[config.mk]
export PLATFORM = sky130hd
export DESIGN_NAME = alu_operand_stage
export DESIGN_NICKNAME = d
export VERILOG_FILES = /design/src/rtl/mips_pkg.sv /design/src/rtl/fwd_mux.sv /design/src/rtl/alu_operand_stage.sv
export SDC_FILE = /design/constraint.sdc
export NUM_CORES = 1
export LEC_CHECK = 0
export ABC_AREA = 1
export CAP_MARGIN = 20
export CORE_MARGIN = 2
export CORE_UTILIZATION = 39
export CTS_BUF_LIST = sky130_fd_sc_hd__clkbuf_4 sky130_fd_sc_hd__clkbuf_8 sky130_fd_sc_hd__clkbuf_16
export DETAILED_ROUTE_END_ITERATION = 8
export PLACE_DENSITY = 0.72
export SLEW_MARGIN = 20
export SYNTH_ARGS = -nofsm -noshare
export SYNTH_HDL_FRONTEND = slang
export SYNTH_SLANG_ARGS = --single-unit
[constraint.sdc]
create_clock -name clk -period 2 [get_ports clk]
set_input_delay 0.4 -clock clk [delete_from_list [all_inputs] [get_ports clk]]
set_output_delay 0.4 -clock clk [all_outputs]
set_load 0.01 [all_outputs]
[src/rtl/mips_pkg.sv]
// rtl/mips_pkg.sv - shared MIPS datapath widths, ALU codes and forward-select enum
package mips_pkg;

    localparam int DATA_W = 32;
    localparam int REG_AW = 5;
    localparam int CNT_W  = 4;

    localparam logic [CNT_W-1:0] ALU_AND = 4'b0000;
    localparam logic [CNT_W-1:0] ALU_OR  = 4'b0001;
    localparam logic [CNT_W-1:0] ALU_ADD = 4'b0010;
    localparam logic [CNT_W-1:0] ALU_SLL = 4'b0011;
    localparam logic [CNT_W-1:0] ALU_SRL = 4'b0100;
    localparam logic [CNT_W-1:0] ALU_SUB = 4'b0110;
    localparam logic [CNT_W-1:0] ALU_SLT = 4'b0111;
    localparam logic [CNT_W-1:0] ALU_NOR = 4'b1100;

    typedef enum logic [1:0] {
        FWD_REG   = 2'd0,
        FWD_EXMEM = 2'd1,
        FWD_MEMWB = 2'd2
    } fwd_sel_e;

endpackage

[src/rtl/fwd_mux.sv]
// rtl/fwd_mux.sv - per-operand forwarding select, EX/MEM over MEM/WB, r0 never forwards
module fwd_mux
    import mips_pkg::*;
#(
    parameter int DATA_W = mips_pkg::DATA_W,
    parameter int REG_AW = mips_pkg::REG_AW
) (
    input  logic [REG_AW-1:0] src_addr,
    input  logic [DATA_W-1:0] reg_data,
    input  logic              exmem_reg_write,
    input  logic [REG_AW-1:0] exmem_rd_addr,
    input  logic [DATA_W-1:0] exmem_result,
    input  logic              memwb_reg_write,
    input  logic [REG_AW-1:0] memwb_rd_addr,
    input  logic [DATA_W-1:0] memwb_result,
    output logic [DATA_W-1:0] data
);

    fwd_sel_e sel;

    always_comb begin
        sel = FWD_REG;
        if (exmem_reg_write && (exmem_rd_addr != '0) && (exmem_rd_addr == src_addr)) begin
            sel = FWD_EXMEM;
        end else if (memwb_reg_write && (memwb_rd_addr != '0) && (memwb_rd_addr == src_addr)) begin
            sel = FWD_MEMWB;
        end
    end

    always_comb begin
        data = reg_data;
        case (sel)
            FWD_EXMEM: data = exmem_result;
            FWD_MEMWB: data = memwb_result;
            default:   data = reg_data;
        endcase
    end

endmodule

[src/rtl/alu_operand_stage.sv]
// rtl/alu_operand_stage.sv - ID/EX register with forwarding and load-use bubble insertion
module alu_operand_stage
    import mips_pkg::*;
#(
    parameter int DATA_W = mips_pkg::DATA_W,
    parameter int REG_AW = mips_pkg::REG_AW,
    parameter int CNT_W  = mips_pkg::CNT_W
) (
    input  logic              clk,
    input  logic              rst_n,
    input  logic              id_valid,
    output logic              id_ready,
    input  logic [CNT_W-1:0]  id_alu_cnt,
    input  logic [DATA_W-1:0] id_rs_data,
    input  logic [DATA_W-1:0] id_rt_data,
    input  logic [DATA_W-1:0] id_imm,
    input  logic [4:0]        id_shamt,
    input  logic [REG_AW-1:0] id_rs_addr,
    input  logic [REG_AW-1:0] id_rt_addr,
    input  logic [REG_AW-1:0] id_rd_addr,
    input  logic              id_use_imm,
    input  logic              id_reg_write,
    input  logic              id_mem_read,
    input  logic              id_mem_write,
    input  logic              exmem_reg_write,
    input  logic [REG_AW-1:0] exmem_rd_addr,
    input  logic [DATA_W-1:0] exmem_result,
    input  logic              memwb_reg_write,
    input  logic [REG_AW-1:0] memwb_rd_addr,
    input  logic [DATA_W-1:0] memwb_result,
    input  logic              stall,
    input  logic              flush,
    output logic              ex_valid,
    output logic [CNT_W-1:0]  alu_cnt,
    output logic [DATA_W-1:0] input1,
    output logic [DATA_W-1:0] input2,
    output logic [4:0]        shamt,
    output logic [DATA_W-1:0] ex_store_data,
    output logic [REG_AW-1:0] ex_rd_addr,
    output logic              ex_reg_write,
    output logic              ex_mem_read,
    output logic              ex_mem_write,
    output logic              load_use_hazard
);

    logic [DATA_W-1:0] rs_data_q, rt_data_q, imm_q;
    logic [REG_AW-1:0] rs_addr_q, rt_addr_q;
    logic              use_imm_q;
    logic [DATA_W-1:0] rs_fwd, rt_fwd;
    logic              load_bubble, capture;

    always_comb begin
        load_use_hazard = id_valid && ex_valid && ex_mem_read && (ex_rd_addr != '0) &&
                          ((id_rs_addr == ex_rd_addr) || (id_rt_addr == ex_rd_addr));
        // Held low in reset so nothing upstream advances into a stage being cleared.
        id_ready    = rst_n && !stall && !flush && !load_use_hazard;
        load_bubble = !rst_n || flush || (!stall && (load_use_hazard || !id_valid));
        capture     = !load_bubble && !stall;
    end

    always_ff @(posedge clk) begin
        if (load_bubble) begin
            ex_valid     <= 1'b0;
            alu_cnt      <= '0;
            rs_data_q    <= '0;
            rt_data_q    <= '0;
            rs_addr_q    <= '0;
            rt_addr_q    <= '0;
            imm_q        <= '0;
            shamt        <= '0;
            use_imm_q    <= 1'b0;
            ex_rd_addr   <= '0;
            ex_reg_write <= 1'b0;
            ex_mem_read  <= 1'b0;
            ex_mem_write <= 1'b0;
        end else if (capture) begin
            ex_valid     <= 1'b1;
            alu_cnt      <= id_alu_cnt;
            rs_data_q    <= id_rs_data;
            rt_data_q    <= id_rt_data;
            rs_addr_q    <= id_rs_addr;
            rt_addr_q    <= id_rt_addr;
            imm_q        <= id_imm;
            shamt        <= id_shamt;
            use_imm_q    <= id_use_imm;
            ex_rd_addr   <= id_rd_addr;
            ex_reg_write <= id_reg_write;
            ex_mem_read  <= id_mem_read;
            ex_mem_write <= id_mem_write;
        end
    end

    fwd_mux #(.DATA_W(DATA_W), .REG_AW(REG_AW)) u_fwd_rs (
        .src_addr        (rs_addr_q),
        .reg_data        (rs_data_q),
        .exmem_reg_write (exmem_reg_write),
        .exmem_rd_addr   (exmem_rd_addr),
        .exmem_result    (exmem_result),
        .memwb_reg_write (memwb_reg_write),
        .memwb_rd_addr   (memwb_rd_addr),
        .memwb_result    (memwb_result),
        .data            (rs_fwd)
    );

    fwd_mux #(.DATA_W(DATA_W), .REG_AW(REG_AW)) u_fwd_rt (
        .src_addr        (rt_addr_q),
        .reg_data        (rt_data_q),
        .exmem_reg_write (exmem_reg_write),
        .exmem_rd_addr   (exmem_rd_addr),
        .exmem_result    (exmem_result),
        .memwb_reg_write (memwb_reg_write),
        .memwb_rd_addr   (memwb_rd_addr),
        .memwb_result    (memwb_result),
        .data            (rt_fwd)
    );

    assign input1        = rs_fwd;
    assign input2        = use_imm_q ? imm_q : rt_fwd;
    assign ex_store_data = rt_fwd;

endmodule
==> results.cfg <==
[place]
numPortBuffers = 320
placedInstanceArea_um2 = 12800
place_ws_ns = -1.16
gp_congestion = 0.961
dp_hpwl_mm = 25.5
placedCellCount = 2172

[setup_path]
cp.depth = 13
endpoint_kind = output port
critical_path_arrival_ns = 2.34
rrSetupSlack_ns = 0
r2r_start = ex_rd_addr[0]
criticalPathCategory = reg -> out
critical_path_peak_fanout = 6
r2r_end = rt_data_q[20]
cp-start-kind = flip-flop
crit_end = input2[15]
crit_chain = inv_1, nand2_1, nand2_1, nor2_1, nand3b_1, nor2_4, buf_12, buf_8, nand3_2, nand3_2, nand2_1, nand2_1, buf_2
path_buf_inv = 4
cp.required_ns = 1.60
path_common_cell = nand2_1
ff2ff_path_depth = 15
slowest_delay_ns = 0.35
slowest_stage = dfxtp_2
crit_family = simple AND/OR/NAND/NOR gates
startpoint = rt_addr_q[3]

[power_and_ir_drop]
powerDensity_nw_per_um2 = 465
p_leak_uw = 0.00814
irDropWorstVdd_v = 0.000435

[global_routing]
antenna_found_initial = 5
overflow = 0
grt_pass1_wl_mm = 58.9
grt_pass1_vias = 10900
grt_max_degree = 81
grt_usage = 0.321

[floorplan]
start_util = 0.398
dieHeight_um = 153
die_area_um2 = 23500
die_x_um = 153
num_rows = 54
io_pins = 321
core_area_um2 = 21800

[layout]
fin_util = 0.732
syn_to_final_growth_pct = 84.0
stdcell_count = 2285
drive_gt1_frac = 0.329
nNetsFinal = 2192
stdcell_area_um2 = 16000

[yosys]
synth-edff-count = 0
synthAdderAreaFrac = 0
yosysWarnings = 0
synth_ff_type = dfxtp_1
synth-async-reset-ratio = 0
synthMuxAreaShare = 0
syn_area_um2 = 8690
synth_largest_area_cell = dfxtp_1
synthTopCellsByArea = dfxtp_1 29%, nand2_1 22%, inv_1 15%, nand3_1 9.7%, nand4_1 9.3%
synth_xor_xnor_area_share = 0.0111
synth_top_area_frac = 0.288
synth_seq_area_share = 0.288
synth_top_family_by_area = simple AND/OR/NAND/NOR gates
ys_ff_latch = 125
synth-compound-area-share = 0.000576
postSynthAreaPerCell_um2 = 5.51
ys_top_cells_by_count = 498 x nand2_1, 337 x inv_1, 168 x nand3_1
synth_most_common_cell = nand2_1
netlist_instances = 1576
synth_nets = 1781
synth-simple-area-share = 0.478
synth.distinct_cells = 24

[detailed_routing]
wirelength_mm = 45.3
viasPerCell = 5.27
drtAntennaViolNets = 0
drcViolationCount = 0
dr.pass1.iters = 5
vias = 12000
avgRoutedWirePerCell_um = 19.8
first_iter_violations = 1112

[timing]
finalCriticalPeriod_ns = 2.74
fmax_mhz = 365
hold_ws_ns = 0.437
rsz0062_at_grt = true
clock_skew_ns = 0.00820
hold_viol = 0
slew_viol_final = 0
tightest_slew_ns = 0.578
min_period_over_period = 1.37
layout_setup_ws_ns = -0.737
slew-limit-headroom = 0.614
setup_violations = 98

[min_path]
min_path_type = in -> reg

[clock_tree]
postCtsHoldBufs = 0
cts.path.max_buffers = 2
cts-root-buf = clkbuf_16
cts_tree = yes
clk_latency_ns = 0.43
path_clk_slew_ns = 0.06
cts_num_sinks = 125
h-tree-depth = 4
cts_made_buffers = 17

[run]
drv_cap = 0

[run_status]
status = finished, violations left
violations = negative setup slack
[report_power, final]
part	leakage (µW)	internal [µW]	switching [µW]	total [µW]
clock network	0.000286	1880	1350	3220
registers	0.00102	2520	29.8	2550
logic	0.00684	828	832	1660
total	0.00814	5230	2210	7440
[worst min path at each step]
| stage | from | end | slack [ns] | cells past startpoint |
|---|---|---|---|---|
| 2_1_floorplan | rs_data_q[0] | rs_data_q[0] | 0.49 | 4 |
| 3_3_place_gp | rt_data_q[10] | rt_data_q[10] | 0.49 | 4 |
| 3_5_place_dp | rt_data_q[19] | rt_data_q[19] | 0.50 | 4 |
| 4_1_cts | rt_data_q[30] | rt_data_q[30] | 0.51 | 4 |
| 5_1_grt | id_rt_addr[0] | rt_addr_q[0] | 0.46 | 5 |
| 6_report | id_rt_addr[0] | rt_addr_q[0] | 0.44 | 5 |
[cells in the final DEF (no fill, tap or decap), drive strengths merged]
cell / count
clkdlybuf4s15: 6
inv: 394
dlymetal6s2s: 6
nor4: 1
nand2: 501
nand3: 170
clkinvlp: 2
buf: 245
nand4: 129
diode: 5
nor2: 147
clkbuf: 38
clkdlybuf4s50: 203
bufinv: 2
xor2: 7
nor3: 3
dlygate4sd2: 11
xnor2: 4
nand3b: 1
clkinv: 4
dfxtp: 125
a21oi: 1
[routing by layer]
| layer | part of all wire | track usage | vias to the layer above |
|---|---|---|---|
| met2 | 0.48 | 0.552 | 763 |
| met1 | 0.36 | 0.378 | 5515 |
| met3 | 0.10 | 0.0811 | 192 |
| li1 | - | - | 5566 |
| met4 | 0.057 | 0.140 | 0 |
| met5 | 0 | 0 | - |
[area by class of cell]
class / count / area (µm²)
multi-input combinational: 964 / 5600
inverter: 388 / 1460
antenna: 5 / 12.5
timing repair buffer: 491 / 5430
clock buffer: 18 / 433
tap: 280 / 350
fill: 1696 / 5840
sequential: 125 / 2530
clock inverter: 14 / 159
[sequential cells by signal, summed over array words and instances (netlist names), 4 cells and up]
| signal | cells |
|---|---|
| rs_addr_q | 5 |
| rt_addr_q | 5 |
| rs_data_q | 32 |
| rt_data_q | 32 |
| alu_cnt | 4 |
| ex_rd_addr | 5 |
| imm_q | 32 |
| shamt | 5 |
[repair_timing]
| item | in CTS | in global routing |
|---|---|---|
| buffers inserted | 28 | 19 |
| pin swaps | 52 | 48 |
| cloned | 13 | 26 |
| gates resized for setup | 568 | 347 |
| endpoints found under the setup margin | 219 | 223 |
[kinds of logic (layout without fill, tap and decap cells)]
family                 count (synthesis)  after routing
AO/OA/AOI/OAI                          1              1
AND/OR/NAND/NOR                      951            952
buffers and inverters                488            911
XOR/XNOR                              11             11
other                                  0              5
flip-flops                           125            125
[through the flow]
stage	total power [µW]	TNS, ns
5_1_grt	7650	-66.77
6_report	7440	-51.75
3_3_place_gp	3950	-157.41
4_1_cts	7170	-55.01
3_5_place_dp	3960	-164.96
2_1_floorplan	3140	0
[tightest hold or removal path, delay by kind of cell]
| family | cells | cell delay [ns] |
|---|---|---|
| buffers and inverters | 2 | 0.22 |
| and+or+nand+nor | 3 | 0.21 |
Note: power is estimated with default switching activity, not from simulation.
